--- config.mk ---
export PLATFORM = sky130hd
export DESIGN_NAME = fb_pixel_reader_flat
export DESIGN_NICKNAME = d
export VERILOG_FILES = /design/src/rtl/fb_pixel_reader_pkg.sv /design/src/rtl/fb_pixel_reader_if.sv /design/src/rtl/fb_pixel_reader_sync_fifo.sv /design/src/rtl/fb_pixel_reader.sv /design/src/flat_wrapper.sv
export SDC_FILE = /design/constraint.sdc
export NUM_CORES = 1
export LEC_CHECK = 0
export ABC_AREA = 1
export BUFFER_PORTS_ARGS = -buffer_cell sky130_fd_sc_hd__buf_2
export CAP_MARGIN = 20
export CORE_MARGIN = 2
export CORE_UTILIZATION = 60
export CTS_BUF_LIST = sky130_fd_sc_hd__clkbuf_4
export CTS_CLUSTER_SIZE = 8
export DETAILED_ROUTE_END_ITERATION = 12
export PLACE_DENSITY = 0.9
export SYNTH_ARGS = -nofsm -noshare
export SYNTH_HDL_FRONTEND = slang
export SYNTH_SLANG_ARGS = --single-unit
export TNS_END_PERCENT = 50
--- constraint.sdc ---
create_clock -name clk -period 3 [get_ports clk]
set_input_delay 0.75 -clock clk [delete_from_list [all_inputs] [get_ports clk]]
set_output_delay 0.75 -clock clk [all_outputs]
set_load 0.1 [all_outputs]
--- src/rtl/fb_pixel_reader_pkg.sv ---
// Shared types for the framebuffer pixel reader: FSM states, RGB332 field
// positions, prefetch FIFO entry layout and RGB332->RGB888 expansion helpers.
package fb_pixel_reader_pkg;

   typedef enum logic [1:0] {
      ST_IDLE  = 2'd0,
      ST_FETCH = 2'd1,
      ST_DRAIN = 2'd2
   } state_e;

   localparam int unsigned R_MSB = 7;
   localparam int unsigned R_LSB = 5;
   localparam int unsigned G_MSB = 4;
   localparam int unsigned G_LSB = 2;
   localparam int unsigned B_MSB = 1;
   localparam int unsigned B_LSB = 0;

   typedef struct packed {
      logic       sof;
      logic       sol;
      logic [7:0] data;
   } fifo_entry_t;

   localparam int unsigned FIFO_W = $bits(fifo_entry_t);

   // Bit replication so full-scale codes map to 0xFF and zero to 0x00
   function automatic logic [7:0] expand_r(input logic [7:0] p);
      logic [2:0] r;
      r = p[R_MSB:R_LSB];
      return {r, r, r[2:1]};
   endfunction

   function automatic logic [7:0] expand_g(input logic [7:0] p);
      logic [2:0] g;
      g = p[G_MSB:G_LSB];
      return {g, g, g[2:1]};
   endfunction

   function automatic logic [7:0] expand_b(input logic [7:0] p);
      logic [1:0] b;
      b = p[B_MSB:B_LSB];
      return {b, b, b, b};
   endfunction

endpackage

--- src/rtl/fb_pixel_reader_if.sv ---
// Framebuffer read port plus pixel stream bundle for fb_pixel_reader.
interface fb_pixel_reader_if #(
   parameter int unsigned ADDR_W = 17
);
   logic              start;
   logic              fb_rd_en;
   logic [ADDR_W-1:0] fb_addr;
   logic [7:0]        fb_rd_data;
   logic [7:0]        pix_r;
   logic [7:0]        pix_g;
   logic [7:0]        pix_b;
   logic              pix_sof;
   logic              pix_sol;
   logic              pix_valid;
   logic              pix_ready;
   logic              busy;
   logic              frame_done;

   modport master (
      input  start, fb_rd_data, pix_ready,
      output fb_rd_en, fb_addr, pix_r, pix_g, pix_b, pix_sof, pix_sol,
             pix_valid, busy, frame_done
   );

   modport slave (
      output start, fb_rd_data, pix_ready,
      input  fb_rd_en, fb_addr, pix_r, pix_g, pix_b, pix_sof, pix_sol,
             pix_valid, busy, frame_done
   );
endinterface

--- src/rtl/fb_pixel_reader_sync_fifo.sv ---
// Generic synchronous FIFO with count/full/empty; power-of-two depth.
// Push+pop on empty passes data straight through; push+pop on full is allowed.
module fb_pixel_reader_sync_fifo #(
   parameter int unsigned WIDTH = 8,
   parameter int unsigned DEPTH = 4
) (
   input  logic                   clk,
   input  logic                   reset,
   input  logic                   push,
   input  logic [WIDTH-1:0]       push_data,
   input  logic                   pop,
   output logic [WIDTH-1:0]       pop_data,
   output logic                   full,
   output logic                   empty,
   output logic [$clog2(DEPTH):0] count
);
   localparam int unsigned PTR_W = $clog2(DEPTH);

   logic [WIDTH-1:0] mem_q [DEPTH];
   logic [PTR_W-1:0] wr_ptr_q, wr_ptr_d;
   logic [PTR_W-1:0] rd_ptr_q, rd_ptr_d;
   logic [PTR_W:0]   count_q, count_d;
   logic             do_push_c, do_pop_c;

   assign full     = (count_q == (PTR_W+1)'(DEPTH));
   assign empty    = (count_q == '0);
   assign count    = count_q;
   assign pop_data = empty ? push_data : mem_q[rd_ptr_q];

   always_comb begin
      do_push_c = push && (!full || pop);
      do_pop_c  = pop && (!empty || push);
      wr_ptr_d  = wr_ptr_q + PTR_W'(do_push_c);
      rd_ptr_d  = rd_ptr_q + PTR_W'(do_pop_c);
      count_d   = count_q + (PTR_W+1)'(do_push_c) - (PTR_W+1)'(do_pop_c);
   end

   always_ff @(posedge clk) begin
      if (reset) begin
         wr_ptr_q <= '0;
         rd_ptr_q <= '0;
         count_q  <= '0;
      end else begin
         wr_ptr_q <= wr_ptr_d;
         rd_ptr_q <= rd_ptr_d;
         count_q  <= count_d;
      end
   end

   // Storage needs no reset: contents are only visible once counted in
   always_ff @(posedge clk) begin
      if (do_push_c) mem_q[wr_ptr_q] <= push_data;
   end

endmodule

--- src/rtl/fb_pixel_reader.sv ---
// Linear RGB332 framebuffer scanner producing an RGB888 valid/ready stream.
// Define FB_READER_CONTINUOUS_EN to rescan frames back to back without start.
module fb_pixel_reader
   import fb_pixel_reader_pkg::*;
#(
   parameter int unsigned H_RES      = 320,
   parameter int unsigned V_RES      = 240,
   parameter int unsigned ADDR_W     = 17,
   parameter int unsigned FIFO_DEPTH = 4
) (
   input  logic                clk,
   input  logic                reset,
   fb_pixel_reader_if.master   bus
);
   localparam int unsigned TOTAL = H_RES * V_RES;
   localparam int unsigned X_W   = (H_RES > 1) ? $clog2(H_RES) : 1;
   localparam int unsigned Y_W   = (V_RES > 1) ? $clog2(V_RES) : 1;
   localparam int unsigned CNT_W = $clog2(FIFO_DEPTH) + 1;
   localparam int unsigned LVL_W = CNT_W + 1;

   state_e            state_q, state_d;
   logic [ADDR_W-1:0] addr_q, addr_d;
   logic [X_W-1:0]    x_q, x_d;
   logic [Y_W-1:0]    y_q, y_d;
   logic [ADDR_W-1:0] pix_cnt_q, pix_cnt_d;
   logic              rd_en_q, rd_en_d;
   logic              ret_q, ret_d;
   logic              ret_sof_q, ret_sof_d;
   logic              ret_sol_q, ret_sol_d;
   logic              busy_q, busy_d;
   logic              done_q, done_d;

   logic              last_issue_c, last_pix_c, pop_c, pix_valid_c;
   logic [LVL_W-1:0]  level_c;
   fifo_entry_t       push_entry_c, head_c;
   logic              fifo_full, fifo_empty;
   logic [CNT_W-1:0]  fifo_count;
   logic              unused_ok;

   assign push_entry_c = '{sof: ret_sof_q, sol: ret_sol_q, data: bus.fb_rd_data};
   assign pix_valid_c  = !fifo_empty;
   assign pop_c        = pix_valid_c && bus.pix_ready;
   assign unused_ok    = fifo_full;

   fb_pixel_reader_sync_fifo #(
      .WIDTH (FIFO_W),
      .DEPTH (FIFO_DEPTH)
   ) u_fifo (
      .clk       (clk),
      .reset     (reset),
      .push      (ret_q),
      .push_data (push_entry_c),
      .pop       (pop_c),
      .pop_data  (head_c),
      .full      (fifo_full),
      .empty     (fifo_empty),
      .count     (fifo_count)
   );

   always_comb begin
      state_d   = state_q;
      addr_d    = addr_q;
      x_d       = x_q;
      y_d       = y_q;
      pix_cnt_d = pix_cnt_q;
      busy_d    = busy_q;
      ret_d     = rd_en_q;
      ret_sol_d = (x_q == '0);
      ret_sof_d = (x_q == '0) && (y_q == '0);

      last_issue_c = rd_en_q && (addr_q == ADDR_W'(TOTAL - 1));
      last_pix_c   = pop_c && (pix_cnt_q == ADDR_W'(TOTAL - 1));
      done_d       = last_pix_c;

      // Scan counters advance with each issued read
      if (rd_en_q) begin
         addr_d = last_issue_c ? '0 : addr_q + ADDR_W'(1);
         if (x_q == X_W'(H_RES - 1)) begin
            x_d = '0;
            y_d = (y_q == Y_W'(V_RES - 1)) ? '0 : y_q + Y_W'(1);
         end else begin
            x_d = x_q + X_W'(1);
         end
      end

      if (pop_c) pix_cnt_d = last_pix_c ? '0 : pix_cnt_q + ADDR_W'(1);

      case (state_q)
         ST_IDLE: begin
            if (bus.start) begin
               state_d = ST_FETCH;
               busy_d  = 1'b1;
            end
         end
         ST_FETCH: begin
`ifdef FB_READER_CONTINUOUS_EN
            if (last_issue_c) state_d = ST_FETCH;
`else
            if (last_issue_c) state_d = ST_DRAIN;
`endif
         end
         ST_DRAIN: begin
            if (last_pix_c) begin
               state_d = ST_IDLE;
               busy_d  = 1'b0;
            end
         end
         default: state_d = ST_IDLE;
      endcase

      // Occupancy next cycle plus the read returning then must leave room
      level_c = LVL_W'(fifo_count) + LVL_W'(ret_q) - LVL_W'(pop_c) + LVL_W'(rd_en_q);
      rd_en_d = (state_d == ST_FETCH) && (level_c < LVL_W'(FIFO_DEPTH));
   end

   always_ff @(posedge clk) begin
      if (reset) begin
         state_q   <= ST_IDLE;
         addr_q    <= '0;
         x_q       <= '0;
         y_q       <= '0;
         pix_cnt_q <= '0;
         rd_en_q   <= 1'b0;
         ret_q     <= 1'b0;
         ret_sof_q <= 1'b0;
         ret_sol_q <= 1'b0;
         busy_q    <= 1'b0;
         done_q    <= 1'b0;
      end else begin
         state_q   <= state_d;
         addr_q    <= addr_d;
         x_q       <= x_d;
         y_q       <= y_d;
         pix_cnt_q <= pix_cnt_d;
         rd_en_q   <= rd_en_d;
         ret_q     <= ret_d;
         ret_sof_q <= ret_sof_d;
         ret_sol_q <= ret_sol_d;
         busy_q    <= busy_d;
         done_q    <= done_d;
      end
   end

   assign bus.fb_rd_en   = rd_en_q;
   assign bus.fb_addr    = addr_q;
   assign bus.busy       = busy_q;
   assign bus.frame_done = done_q;
   assign bus.pix_valid  = pix_valid_c;
   assign bus.pix_r      = pix_valid_c ? expand_r(head_c.data) : 8'h00;
   assign bus.pix_g      = pix_valid_c ? expand_g(head_c.data) : 8'h00;
   assign bus.pix_b      = pix_valid_c ? expand_b(head_c.data) : 8'h00;
   assign bus.pix_sof    = pix_valid_c && head_c.sof;
   assign bus.pix_sol    = pix_valid_c && head_c.sol;

endmodule

--- src/flat_wrapper.sv ---
// flat-port wrapper written by rule: the top's interface ports become plain ports
module fb_pixel_reader_flat import fb_pixel_reader_pkg::*;
#(
   parameter int unsigned H_RES      = 320,
   parameter int unsigned V_RES      = 240,
   parameter int unsigned ADDR_W     = 17,
   parameter int unsigned FIFO_DEPTH = 4
)
  (clk, reset, bus_start, bus_fb_rd_data, bus_pix_ready, bus_fb_rd_en, bus_fb_addr, bus_pix_r, bus_pix_g, bus_pix_b, bus_pix_sof, bus_pix_sol, bus_pix_valid, bus_busy, bus_frame_done);
  fb_pixel_reader_if #(.ADDR_W(ADDR_W)) bus_i ();
  input  logic clk;
  input  logic reset;
  input wire logic [$bits(bus_i.start)-1:0] bus_start;
  input wire logic [$bits(bus_i.fb_rd_data)-1:0] bus_fb_rd_data;
  input wire logic [$bits(bus_i.pix_ready)-1:0] bus_pix_ready;
  output wire logic [$bits(bus_i.fb_rd_en)-1:0] bus_fb_rd_en;
  output wire logic [$bits(bus_i.fb_addr)-1:0] bus_fb_addr;
  output wire logic [$bits(bus_i.pix_r)-1:0] bus_pix_r;
  output wire logic [$bits(bus_i.pix_g)-1:0] bus_pix_g;
  output wire logic [$bits(bus_i.pix_b)-1:0] bus_pix_b;
  output wire logic [$bits(bus_i.pix_sof)-1:0] bus_pix_sof;
  output wire logic [$bits(bus_i.pix_sol)-1:0] bus_pix_sol;
  output wire logic [$bits(bus_i.pix_valid)-1:0] bus_pix_valid;
  output wire logic [$bits(bus_i.busy)-1:0] bus_busy;
  output wire logic [$bits(bus_i.frame_done)-1:0] bus_frame_done;
  assign bus_i.start = bus_start;
  assign bus_i.fb_rd_data = bus_fb_rd_data;
  assign bus_i.pix_ready = bus_pix_ready;
  assign bus_fb_rd_en = bus_i.fb_rd_en;
  assign bus_fb_addr = bus_i.fb_addr;
  assign bus_pix_r = bus_i.pix_r;
  assign bus_pix_g = bus_i.pix_g;
  assign bus_pix_b = bus_i.pix_b;
  assign bus_pix_sof = bus_i.pix_sof;
  assign bus_pix_sol = bus_i.pix_sol;
  assign bus_pix_valid = bus_i.pix_valid;
  assign bus_busy = bus_i.busy;
  assign bus_frame_done = bus_i.frame_done;
  fb_pixel_reader #(.H_RES(H_RES), .V_RES(V_RES), .ADDR_W(ADDR_W), .FIFO_DEPTH(FIFO_DEPTH)) u_core (.clk(clk), .reset(reset), .bus(bus_i));
endmodule
# --- Word-level counts from Yosys, hierarchy flattened ---
# Memory sizes are Yosys's and may differ from the RTL's. A register that Yosys moved wholly into a read port is not among the register bits.
# Index checks and enable logic that the tools add are counted.
word_totals:
  reg_bits: 66
  ram_bits: 40
  in_bits: 12
  word_cells: 75
  mem_count: 1
op_classes:
  addsub: 11
  n_lt_le_gt_ge: 1
  eq_ne: 10
  muxes: 18
  reduce_logical: 20
memory_table:
  columns: ["memory", "words", "word_bits", "read_ports", "rd_clocked_by_memory_dff", "write_ports", "line_no", "source"]
  rows:
  - ["u_core.u_fifo.mem_q", 4, 10, 1, 1, 1, "fb_pixel_reader_sync_fifo.sv:19", "logic [WIDTH-1:0] mem_q [DEPTH];"]
ops:
  columns: ["cell", "n"]
  rows:
  - ["$add 17x1->17 const B", 2]
  - ["$eq 17x17->1 const B", 2]
  - ["$mux 17", 2]
  - ["$mux 8", 4]
  - ["$mux 10", 1]
  - ["$add 9x1->9 const B", 1]
  - ["$eq 9x9->1 const B", 1]
  - ["$logic_and 1x1->1", 9]
  - ["$logic_not 9->1", 1]
  - ["$mux 9", 1]
  - ["$add 8x1->8 const B", 1]
  - ["$eq 8x8->1 const B", 1]
  - ["$logic_not 8->1", 1]
  - ["$mux 2", 4]
  - ["$pmux 2 s3", 1]
  - ["$add 2x1->2", 2]
  - ["$add 3x1->4", 1]
  - ["$add 4x1->4", 1]
  - ["$eq 2x1->1 const B", 2]
  - ["$lt 4x3->1 const B", 1]
  - ["$mux 1", 4]
  - ["$sub 4x1->4", 1]
  - ["$add 3x1->3", 1]
  - ["$eq 3x3->1 const B", 1]
  - ["other kinds (12)", 14]

# --- Depth between registers and ports, before layout ---
# Gate-level depths: netlist of run 1.
depth:
  depth_word: 8
  depth_mapped: 16
  mapped_depth_nobuf: 15

# --- Hierarchy ---
# From an unflattened synthesis of run 1, not the netlist that was laid out.
hier_totals:
  hier_cells: 693
  area_unflattened_um2: 5375.2
by_module_without_submodules:
  columns: ["mod", "n_inst", "cells_each", "area_each_um2", "seq_area_each_um2"]
  rows:
  - ["fb_pixel_reader", 1, 490, 3308.2, 1181.1]
  - ["fb_pixel_reader_sync_fifo", 1, 203, 2067.0, 1341.3]

# --- Least setup slack after synthesis of run 1 ---
# OpenSTA, ideal clock, no wires.
synth_timing:
  path_kind: "register to output"
  startpoint: "reg u_core.u_fifo.count_q[2], in the netlist u_core.u_fifo.count[2]"
  endpoint: "out bus_pix_b[2]"
  arrival_time_ns: 3.093
  required_time_ns: 2.250
  slack_ns: -0.843
  path_stages_with_launch: 6
  path_buffers: 1
  cell_sequence: "dfxtp_1 -> inv_2 -> nand2_4 -> clkinv_1 -> a21oi_1 -> buf_4"
synth_via:
  elab_chain_cells: 3
synth_lines:
  columns: ["element", "line_no", "source"]
  rows:
  - ["start, declared", "fb_pixel_reader_sync_fifo.sv:22", "logic [PTR_W:0] count_q, count_d;"]
  - ["start signal, assigned", "fb_pixel_reader_sync_fifo.sv:46", "count_q <= count_d;"]
  - ["$logic_not 3->1 *", "fb_pixel_reader_sync_fifo.sv:26", "assign empty = (count_q == '0);"]
  - ["$mux 10", "fb_pixel_reader_sync_fifo.sv:28", "assign pop_data = empty ? push_data : mem_q[rd_ptr_q];"]
  - ["$mux 8 *", "fb_pixel_reader.sv:151", "assign bus.pix_b = pix_valid_c ? expand_b(head_c.data) : 8'h00;"]
  - ["end, declared", "flat_wrapper.sv:20", "output wire logic [$bits(bus_i.pix_b)-1:0] bus_pix_b;"]
# Mark *: on every way between the ends. The rest lies on a longest branch, timed or not.

# --- Worst setup path after layout of run 1 ---
layout_timing:
  startpoint: "reg u_core.u_fifo.count_q[2], in the netlist u_core.u_fifo.count[2]"
  endpoint: "out bus_pix_sol"
layout_via:
  elab_chain_cells: 3
  elab_cells_between_ends: 4
  cone_classes: "mux: 1; reduce/logical: 3"
layout_lines:
  columns: ["element", "line_no", "source"]
  rows:
  - ["$logic_not 3->1 *", "fb_pixel_reader_sync_fifo.sv:26", null]
  - ["$mux 10 or $logic_not 1->1 (tied branches)", "fb_pixel_reader_sync_fifo.sv:28, fb_pixel_reader.sv:41", null]
  - ["$logic_and 1x1->1 *", "fb_pixel_reader.sv:153", "assign bus.pix_sol = pix_valid_c && head_c.sol;"]
  - ["end, declared", "flat_wrapper.sv:22", "output wire logic [$bits(bus_i.pix_sol)-1:0] bus_pix_sol;"]
# Marks and branches as above.

==> flow_summary.json, run 1 <==
{
  "power_leakage_nw": 2.36,
  "power_mw": 5.04,
  "clkPwrFrac_pct": 14.4,
  "start_kind": "flop",
  "die_h_um": 96.2,
  "fmax_mhz": 350,
  "use_met2_pct": 43.8,
  "post-route-drc-count": 0,
  "p_int_mw": 2.25,
  "yosys.area_share.simple_pct": 28.0,
  "synthMuxAreaShare_pct": 0,
  "coreArea_um2": 8220,
  "p_sw_share_pct": 55.3,
  "insertion_delay_ns": 0.47,
  "antenna_found_initial": 0,
  "port_buffers": 58,
  "cp.required_ns": 2.25,
  "period_share_pct": 95.3,
  "die_x_um": 96.2,
  "reg2reg_slack_ns": 0.64,
  "layout_setup_ws_ns": 0.142,
  "slowest_delay_ns": 0.45,
  "syn-num-nets": 665,
  "r2r-start": "u_core.u_fifo.count[2]",
  "path_delay_family": "buffers and inverters",
  "numCtsBuffers": 9,
  "cap_violations": 0,
  "setup_viol": 0,
  "path_max_fanout": 10,
  "status": "finished clean",
  "h-tree-depth": 3,
  "postSynthAreaPerCell_um2": 7.99,
  "grt_pass1_vias": 3999,
  "preCtsSetupSlack_ns": 0.306,
  "firstDrtPassIters": 5,
  "gp_congestion": 0.825,
  "crit_arrival_ns": 2.11,
  "layout.cells.most_common": "nor2_1",
  "path_class": "reg -> out",
  "skew_ns": 0.0225,
  "holdCritPathClass": "in -> reg",
  "path_cells": "inv_2 -> nand2_4 -> clkinv_1 -> a21oi_1 -> buf_2",
  "reg2reg_to": "u_core.u_fifo.count[2]",
  "maxSlewViolCount": 0,
  "clock_sinks": 106,
  "dp_hpwl_mm": 7.54,
  "via_count": 4189,
  "wl_per_cell_um": 12.9,
  "clockBufferDepth": 2,
  "cts.clk_slew.worst_paths_ns": 0.18,
  "via_per_inst": 5.27,
  "synth_seq_area_share_pct": 49.5,
  "rows": 33,
  "synth_compound_area_share_pct": 6.56,
  "nets": 712,
  "grt-ovfl-total": 0,
  "p_comb_share_pct": 52.7,
  "holdPathStages": 1,
  "grt_use_met3_pct": 3.45,
  "p_switching_mw": 2.78,
  "ys_types": 32,
  "layout-drive-gt1-share_pct": 16.7,
  "hold_viol": 0,
  "die-area_um2": 9250,
  "yosysWarnings": 0,
  "grt_pass1_wl_mm": 17.0,
  "synthAdderAreaFrac_pct": 3.83,
  "maxSlewHeadroom_pct": 65.3,
  "synth-seq-cells": 106,
  "cp.depth": 5,
  "drt-initial-drc-count": 202,
  "routed_wl_mm": 10.3,
  "synth_area_um2": 5100,
  "irDropWorstVdd_v": 0.000614,
  "synthXorXnorAreaFrac_pct": 2.41,
  "whs_ns": 0.479,
  "rr_worst_depth": 11,
  "syn2layout_area_growth_pct": 10.2,
  "pin_count": 59,
  "busiest_layer": "met2",
  "ant_nets": 0,
  "final_cell_mix": "nor2_1, nand2_1, inv_1, dfxtp_1, edfxtp_1",
  "start_util_pct": 62.0,
  "gr-usage-met1_pct": 27.0,
  "min_period_ns": 2.86,
  "grt_max_degree": 25,
  "end_kind": "primary output",
  "grt.total_usage_pct": 23.6,
  "critPathBufInv": 3,
  "synth_top_family_by_area": "simple AND/OR/NAND/NOR gates",
  "diodes": 0,
  "cp-endpoint": "bus_pix_sol",
  "tightest_slew_ns": 0.520,
  "root_buffer": "clkbuf_4",
  "pwr_density_cell_nw_per_um2": 897,
  "tritoncts": "built",
  "startpoint": "u_core.u_fifo.count[2]",
  "critPathSlowestCell": "buf_2",
  "cts.hold.buffers_added": 0,
  "seqPwrFrac_pct": 32.9,
  "synthCells": 638
}
[area by class of cell]
cell class	count	area, µm²
multi-input combinational	421	2110
inverter	83	317
sequential	106	2520
clock buffer	9	67.6
fill	629	2600
clock inverter	7	77.6
timing repair buffer	64	390
tap	105	131
[worst min path at each step]
stage | slack (ns) | to | from
3_3_place_gp | 0.45 | u_core.u_fifo.mem_q[0][8] | u_core.ret_sol_q
5_1_grt | 0.46 | u_core.u_fifo.mem_q[3][2] | bus_fb_rd_data[2]
3_5_place_dp | 0.47 | u_core.u_fifo.mem_q[0][8] | u_core.ret_sol_q
4_1_cts | 0.45 | u_core.u_fifo.mem_q[0][7] | bus_fb_rd_data[7]
2_1_floorplan | 0.44 | u_core.u_fifo.mem_q[0][8] | u_core.ret_sol_q
6_report | 0.48 | u_core.u_fifo.mem_q[3][7] | bus_fb_rd_data[7]
[power groups by stage]
stage,clock (mW),sequential [mW],combinational [mW]
floorplan,0,1.74,2.29
global placement,0,1.67,2.49
detailed placement,0,1.68,2.54
CTS,0.737,1.65,2.66
global route,0.789,1.67,2.80
finish,0.723,1.66,2.66
[kinds of logic after synthesis]
family / Yosys count
simple gates: 330
buf+inv: 111
flops: 106
compound gates: 62
fa+ha+maj: 15
xor+xnor: 14
[Yosys cell counts]
cell type,count,area [µm²]
a21oi_4,1,16.3
inv_1,75,282
buf_6,2,22.5
a211oi_1,1,7.51
buf_2,1,5.00
nand3_1,31,155
nor4_1,1,6.26
nor3_1,14,70.1
nor2_4,4,45.0
nor3_4,2,32.5
nand2_4,2,22.5
o21ai_0,29,145
nor2_2,3,18.8
nor2_1,134,503
nand2_1,121,454
buf_4,17,128
nor3b_1,4,30.0
dfxtp_1,66,1320
clkinv_1,2,7.51
fa_1,1,20.0
a21oi_1,26,130
xor2_1,8,70.1
ha_1,14,175
o21bai_1,2,15.0
o211ai_1,1,7.51
inv_2,6,22.5
xnor2_1,6,52.6
edfxtp_1,40,1200
clkbuf_1,8,30.0
nand2_2,5,31.3
nand4_1,9,56.3
o22ai_1,2,12.5
[sequential cells by signal (all words and copies together) (netlist names), 2 cells and up]
register and cells:
u_core.u_fifo.mem_q 40, u_core.bus.fb_addr 17, u_core.pix_cnt_q 17, u_core.x_q 9, u_core.y_q 8, u_core.u_fifo.count 3
u_core.state_q 2, u_core.u_fifo.rd_ptr_q 2, u_core.u_fifo.wr_ptr_q 2
[through the flow]
| stage | area, µm² | utilization, % | setup TNS (ns) | std cells |
|---|---|---|---|---|
| floorplan | 5130 | - | -4.17 | 638 |
| global placement | 5410 | 65.8 | 0 | 779 |
| detailed placement | 5410 | 65.8 | 0 | 779 |
| CTS | 5610 | 68.3 | 0 | 795 |
| global route | 5620 | 68.3 | -0.00629 | 795 |
| finish | 5620 | 68.3 | 0 | 795 |
[repair_timing]
item / 4_1_cts / 5_1_grt
gates cloned: 0 / 0
setup endpoints to repair: 26 / 24
setup buffers: 0 / 0
gates resized for setup: 25 / 1
[routing by layer]
| metal | vias to the layer above | routed length [µm] |
|---|---|---|
| met5 | - | 0 |
| met4 | 0 | 153 |
| met3 | 16 | 595 |
| met2 | 122 | 5310 |
| met1 | 1937 | 4230 |
| li1 | 2114 | - |
Power figures use the tool's default switching activity.
==> run 2, diff against run 1 <==
--- a/config.mk
+++ b/config.mk
@@ -8,8 +8,10 @@
 export ABC_AREA = 1
 export BUFFER_PORTS_ARGS = -buffer_cell sky130_fd_sc_hd__buf_2
 export CAP_MARGIN = 20
+export CELL_PAD_IN_SITES_DETAIL_PLACEMENT = 0
+export CELL_PAD_IN_SITES_GLOBAL_PLACEMENT = 1
 export CORE_MARGIN = 2
-export CORE_UTILIZATION = 60
+export CORE_UTILIZATION = 45
 export CTS_BUF_LIST = sky130_fd_sc_hd__clkbuf_4
 export CTS_CLUSTER_SIZE = 8
 export DETAILED_ROUTE_END_ITERATION = 12
==> run 2 against run 1 <==
Against the previous run:
- total power decreased by 0.57%
- non-clock buffer count unchanged
- highest routed layer unchanged
- first-iteration DRC count decreased by 6.4%
- setup slack improved by 0.025 ns
- largest cell class unchanged
==> flow_summary.json, run 2 (same netlist as run 1, synthesis figures left out) <==
{
  "wl_met3_um": 291,
  "grt_max_degree": 25,
  "cap_violations": 0,
  "syn2layout_area_growth_pct": 10.9,
  "power_leakage_nw": 2.36,
  "rsz0062_at_grt": "true",
  "via_per_inst": 4.87,
  "fin_setup_tns_ns": 0,
  "gp_congestion": 0.831,
  "cp.required_ns": 2.25,
  "tightest_slew_ns": 0.557,
  "layout.cells.most_common": "nor2_1",
  "maxSlewHeadroom_pct": 62.8,
  "clock_sinks": 106,
  "die-area_um2": 12200,
  "clockBufferDepth": 2,
  "h-tree-depth": 3,
  "grt_pass1_wl_mm": 17.1,
  "power_mw": 5.01,
  "grt.total_usage_pct": 16.9,
  "n_fill_cell": 1082,
  "path_class": "reg -> out",
  "wl_per_cell_um": 11.9,
  "firstDrtPassIters": 4,
  "end_kind": "primary output",
  "path_max_fanout": 10,
  "placed_cells_incl_taps": 814,
  "seqCellArea_um2": 2530,
  "final_cell_count_no_fill": 830,
  "preCtsSetupSlack_ns": 0.421,
  "period_share_pct": 94.4,
  "antenna_found_initial": 0,
  "pwr_density_cell_nw_per_um2": 886,
  "wl_met2_mm": 4.78,
  "hold_viol": 0,
  "setup_viol": 0,
  "port_buffers": 58,
  "crit_arrival_ns": 2.08,
  "final_cell_mix": "nor2_1, nand2_1, inv_1, dfxtp_1",
  "ant_nets": 0,
  "fmax_mhz": 353,
  "routed_wl_mm": 9.91,
  "drt-initial-drc-count": 189,
  "holdCritPathClass": "in -> reg",
  "status": "finished clean",
  "dp_hpwl_mm": 7.04,
  "grt_pass1_vias": 3841,
  "nets": 712,
  "insertion_delay_ns": 0.48,
  "fin_area_um2": 5650,
  "postPlaceCellArea_um2": 5450,
  "whs_ns": 0.469,
  "rows": 38,
  "die_h_um": 110,
  "fin_util_pct": 51.7,
  "cts.clk_slew.worst_paths_ns": 0.18,
  "coreArea_um2": 10900,
  "skew_ns": 0.0121,
  "numCtsBuffers": 9,
  "diodes": 0,
  "tritoncts": "built",
  "min_period_ns": 2.83,
  "via_count": 4046,
  "cts_setup_buffers": 0,
  "grt-ovfl-total": 0,
  "largest_register_ffs": 40,
  "post-route-drc-count": 0,
  "layout-drive-gt1-share_pct": 16.5,
  "maxSlewViolCount": 0,
  "start_util_pct": 46.6,
  "multi_input_area_um2": 2110,
  "irDropWorstVdd_v": 0.00110,
  "cts.hold.buffers_added": 0,
  "top_layer": "met4",
  "die_x_um": 110,
  "top_register": "u_core.u_fifo.mem_q",
  "start_kind": "flop",
  "wl_met1_mm": 4.65,
  "pin_count": 59,
  "layout_setup_ws_ns": 0.167,
  "root_buffer": "clkbuf_4"
}
-- run 2: metal layers --
| layer | GRT usage [%] | vias to the layer above |
|---|---|---|
| li1 | - | 2114 |
| met1 | 20.3 | 1852 |
| met2 | 29.9 | 65 |
| met3 | 2.85 | 15 |
| met4 | 7.00 | 0 |
| met5 | 0 | - |
-- run 2: critical path, stage by stage (launching register included) --
cell and delay, ns:
dfxtp_1 0.37, clkinv_1 0.28, nor2_1 0.24, o21ai_0 0.12, a21oi_2 0.14, buf_2 0.45
-- run 2: repair_timing --
item | in CTS | in global routing
gates resized for setup | 13 | 9
endpoints found under the setup margin | 26 | 26
endpoints found under the hold margin | 0 | 0
-- run 2: power breakdown --
group          total [mW]  switching (mW)  internal [mW]
Sequential           1.67          0.0924           1.58
Clock               0.740           0.537          0.203
Combinational        2.60            2.15          0.448
-- run 2: final cells by class --
type | instances | area share, %
Clock buffer | 9 | 1.20
Clock inverter | 7 | 1.35
Inverter | 83 | 5.65
Multi-Input combinational cell | 421 | 37.3
Sequential cell | 106 | 44.7
Tap cell | 140 | 3.10
Timing Repair Buffer | 64 | 6.73
-- run 2: final timing paths --
| check | start | to | slack [ns] | cells after the start |
|---|---|---|---|---|
| max | u_core.u_fifo.rd_ptr_q[1] | bus_pix_r[2] | 0.17 | 5 |
| min | bus_fb_rd_data[2] | u_core.u_fifo.mem_q[1][2] | 0.47 | 1 |
| max reg2reg | u_core.u_fifo.count[1] | u_core.u_fifo.count[2] | 0.72 | 11 |
| min reg2reg | u_core.ret_sol_q | u_core.u_fifo.mem_q[0][8] | 0.50 | 0 |
==> run 3, diff against run 2 <==
--- a/config.mk
+++ b/config.mk
@@ -5,17 +5,17 @@
 export SDC_FILE = /design/constraint.sdc
 export NUM_CORES = 1
 export LEC_CHECK = 0
-export ABC_AREA = 1
+export ABC_AREA = 0
 export BUFFER_PORTS_ARGS = -buffer_cell sky130_fd_sc_hd__buf_2
 export CAP_MARGIN = 20
 export CELL_PAD_IN_SITES_DETAIL_PLACEMENT = 0
 export CELL_PAD_IN_SITES_GLOBAL_PLACEMENT = 1
 export CORE_MARGIN = 2
-export CORE_UTILIZATION = 45
+export CORE_UTILIZATION = 48
 export CTS_BUF_LIST = sky130_fd_sc_hd__clkbuf_4
 export CTS_CLUSTER_SIZE = 8
 export DETAILED_ROUTE_END_ITERATION = 12
-export PLACE_DENSITY = 0.9
+export PLACE_DENSITY = 0.91
 export SYNTH_ARGS = -nofsm -noshare
 export SYNTH_HDL_FRONTEND = slang
 export SYNTH_SLANG_ARGS = --single-unit
==> run 3 against run 2 <==
Against the previous run:
- cell count down 23%
- area after synthesis down 4.2%
- count of clock-buffer cells in the layout unchanged
- sequential power about the same
- largest cell class unchanged
- largest power group unchanged
- highest routed layer unchanged
==> flow_summary.json, run 3 <==
{
  "grt_pass1_vias": 3277,
  "cp.required_ns": 2.25,
  "final_cell_mix": "dfxtp_1, buf_2, nor2_1, edfxtp_1, xnor2_1",
  "synth_area_um2": 4880,
  "period_share_pct": 95.2,
  "layout.cells.most_common": "dfxtp_1",
  "grt_use_met3_pct": 4.37,
  "hold_viol": 0,
  "gr-usage-met1_pct": 20.3,
  "critPathBufInv": 2,
  "ys_types": 56,
  "synthArstFlopShare_pct": 0,
  "fin_setup_tns_ns": 0,
  "placed_cells_incl_taps": 623,
  "nets": 528,
  "pwr_density_cell_nw_per_um2": 867,
  "path_max_fanout": 10,
  "power_mw": 4.67,
  "critPathSlowestCell": "mux4_2",
  "synth.area.top_cells": "dfxtp_1, edfxtp_1, mux4_2",
  "rsz0062_at_grt": "false",
  "top_register": "u_core.u_fifo.mem_q",
  "routed_wl_mm": 9.10,
  "pin_count": 59,
  "min_period_ns": 2.86,
  "maxSlewHeadroom_pct": 56.5,
  "synth_top_area_share_pct": 27.1,
  "cts.clk_slew.worst_paths_ns": 0.18,
  "grt_max_degree": 22,
  "firstDrtPassIters": 4,
  "cp.depth": 4,
  "yosysMostFrequentCell": "dfxtp_1",
  "drt-initial-drc-count": 109,
  "ant_nets": 0,
  "die_h_um": 105,
  "layout_setup_ws_ns": 0.143,
  "startpoint": "u_core.u_fifo.rd_ptr_q[0]",
  "port_buffers": 58,
  "via_count": 3485,
  "layout-drive-gt1-share_pct": 20.9,
  "path_cells": "buf_4 -> mux4_2 -> and2_2 -> buf_2",
  "dp_hpwl_mm": 6.28,
  "antenna_found_initial": 0,
  "rows": 36,
  "crit_arrival_ns": 2.11,
  "reg2reg_slack_ns": 0.48,
  "diodes": 0,
  "grt_pass1_wl_mm": 15.0,
  "preCtsSetupSlack_ns": 0.280,
  "die-area_um2": 11000,
  "r2r-start": "u_core.u_fifo.count[2]",
  "coreArea_um2": 9820,
  "tritoncts": "built",
  "syn2layout_area_growth_pct": 10.4,
  "synth-edff-count": 40,
  "gp_congestion": 0.822,
  "seqCellArea_um2": 2520,
  "path_delay_family": "buffers and inverters",
  "cp-endpoint": "bus_pix_b[0]",
  "root_buffer": "clkbuf_4",
  "post-route-drc-count": 0,
  "status": "finished clean",
  "synthCells": 455,
  "busiest_layer": "met2",
  "cap_violations": 0,
  "fmax_mhz": 350,
  "synth-main-ff-cell": "dfxtp_1",
  "holdCritPathClass": "reg -> reg",
  "reg2reg_to": "u_core.bus.fb_rd_en",
  "path_class": "reg -> out",
  "numCtsBuffers": 9,
  "insertion_delay_ns": 0.45,
  "final_cell_count_no_fill": 639,
  "yosysTopAreaCell": "dfxtp_1",
  "start_kind": "flop",
  "whs_ns": 0.505,
  "multi_input_area_um2": 2100,
  "h-tree-depth": 3,
  "skew_ns": 0.0241,
  "setup_viol": 0,
  "clock_sinks": 106,
  "end_kind": "primary output",
  "grt-ovfl-total": 0,
  "irDropWorstVdd_v": 0.000775,
  "postSynthAreaPerCell_um2": 10.7,
  "tightest_slew_ns": 0.652,
  "synth_seq_area_share_pct": 51.7,
  "maxSlewViolCount": 0,
  "die_x_um": 105,
  "n_fill_cell": 893,
  "rr_worst_depth": 9,
  "slowest_delay_ns": 0.53,
  "largest_register_ffs": 40,
  "wl_per_cell_um": 14.2,
  "synth-seq-cells": 106,
  "syn-num-nets": 482,
  "start_util_pct": 49.7,
  "yosysWarnings": 0,
  "via_per_inst": 5.45,
  "clockBufferDepth": 2,
  "grt.total_usage_pct": 16.6,
  "power_leakage_nw": 1.98,
  "netlist_top_cells_count": "dfxtp_1, nor2_1, edfxtp_1",
  "use_met2_pct": 29.0
}
## run 3: changes by cell type in the layout (fill, tap and decap cells not counted), sizes merged, moves of 10 or more
| cell | previous run | this run |
|---|---|---|
| xnor2 | 6 | 25 |
| inv | 85 | 28 |
| nor2 | 141 | 43 |
| and2 | 0 | 10 |
| nand3 | 31 | 18 |
| nand2 | 128 | 24 |
| o21ai | 29 | 14 |
| mux4 | 0 | 10 |
## run 3: kinds of logic (layout without fill, tap and decap cells)
logic type	count (synthesis)	in the layout	synth area share (%)
DFF	106	106	51.7
buffers and inverters	54	105	5.69
and+or+nand+nor	178	178	20.1
adders and majority gates	15	15	4.00
muxes	12	12	5.03
xor gates and xnor gates	32	32	5.74
AOI/OAI and AO/OA	58	58	7.80
## run 3: how the worst min path moves through the flow
stage	end	cells past startpoint	start
CTS	u_core.u_fifo.mem_q[0][6]	1	bus_fb_rd_data[6]
global placement	u_core.u_fifo.mem_q[2][9]	0	u_core.ret_sof_q
global route	u_core.u_fifo.mem_q[1][4]	1	bus_fb_rd_data[4]
finish	u_core.pix_cnt_q[16]	2	u_core.pix_cnt_q[16]
detailed placement	u_core.u_fifo.mem_q[1][9]	0	u_core.ret_sof_q
floorplan	u_core.u_fifo.mem_q[0][8]	0	u_core.ret_sol_q
## run 3: stage by stage
stage               instance area, µm²  utilization [%]
floorplan                         4890                -
global placement                  5210             53.1
detailed placement                5210             53.1
CTS                               5380             54.8
global route                      5390             54.9
finish                            5390             54.9
## run 3: repair_timing
action / CTS / global route
hold buffers: 0 / 0
buffers inserted: 0 / 0
gates resized for setup: 0 / 2
setup endpoints to repair: 0 / 26
## run 3: routing by layer
layer | vias up | share of wire [%]
met3 | 9 | 2.9
met5 | - | 0
li1 | 1722 | -
met1 | 1696 | 45
met2 | 58 | 51
met4 | 0 | 1.1
## run 3: power breakdown
part / switching, mW / internal (mW) / leakage (nW) / total (mW)
clock: 0.517 / 0.285 / 0.0896 / 0.803
sequential: 0.0844 / 1.58 / 0.895 / 1.66
combinational: 1.79 / 0.416 / 0.990 / 2.20
total: 2.39 / 2.28 / 1.98 / 4.67
## run 3: tightest hold or removal path: cells and delay by family, from the launching register on
family / cells / cell delay [ns]
flip-flops: 1 / 0.35
AO/OA/AOI/OAI: 2 / 0.13
## run 3: area by class of cell
type	instances	share of cell area [%]
clock buffer	9	1.25
clock inverter	7	1.81
inverter	23	1.60
multi-input combinational	295	38.9
sequential	106	46.8
tap	133	3.09
timing repair buffer	66	6.50
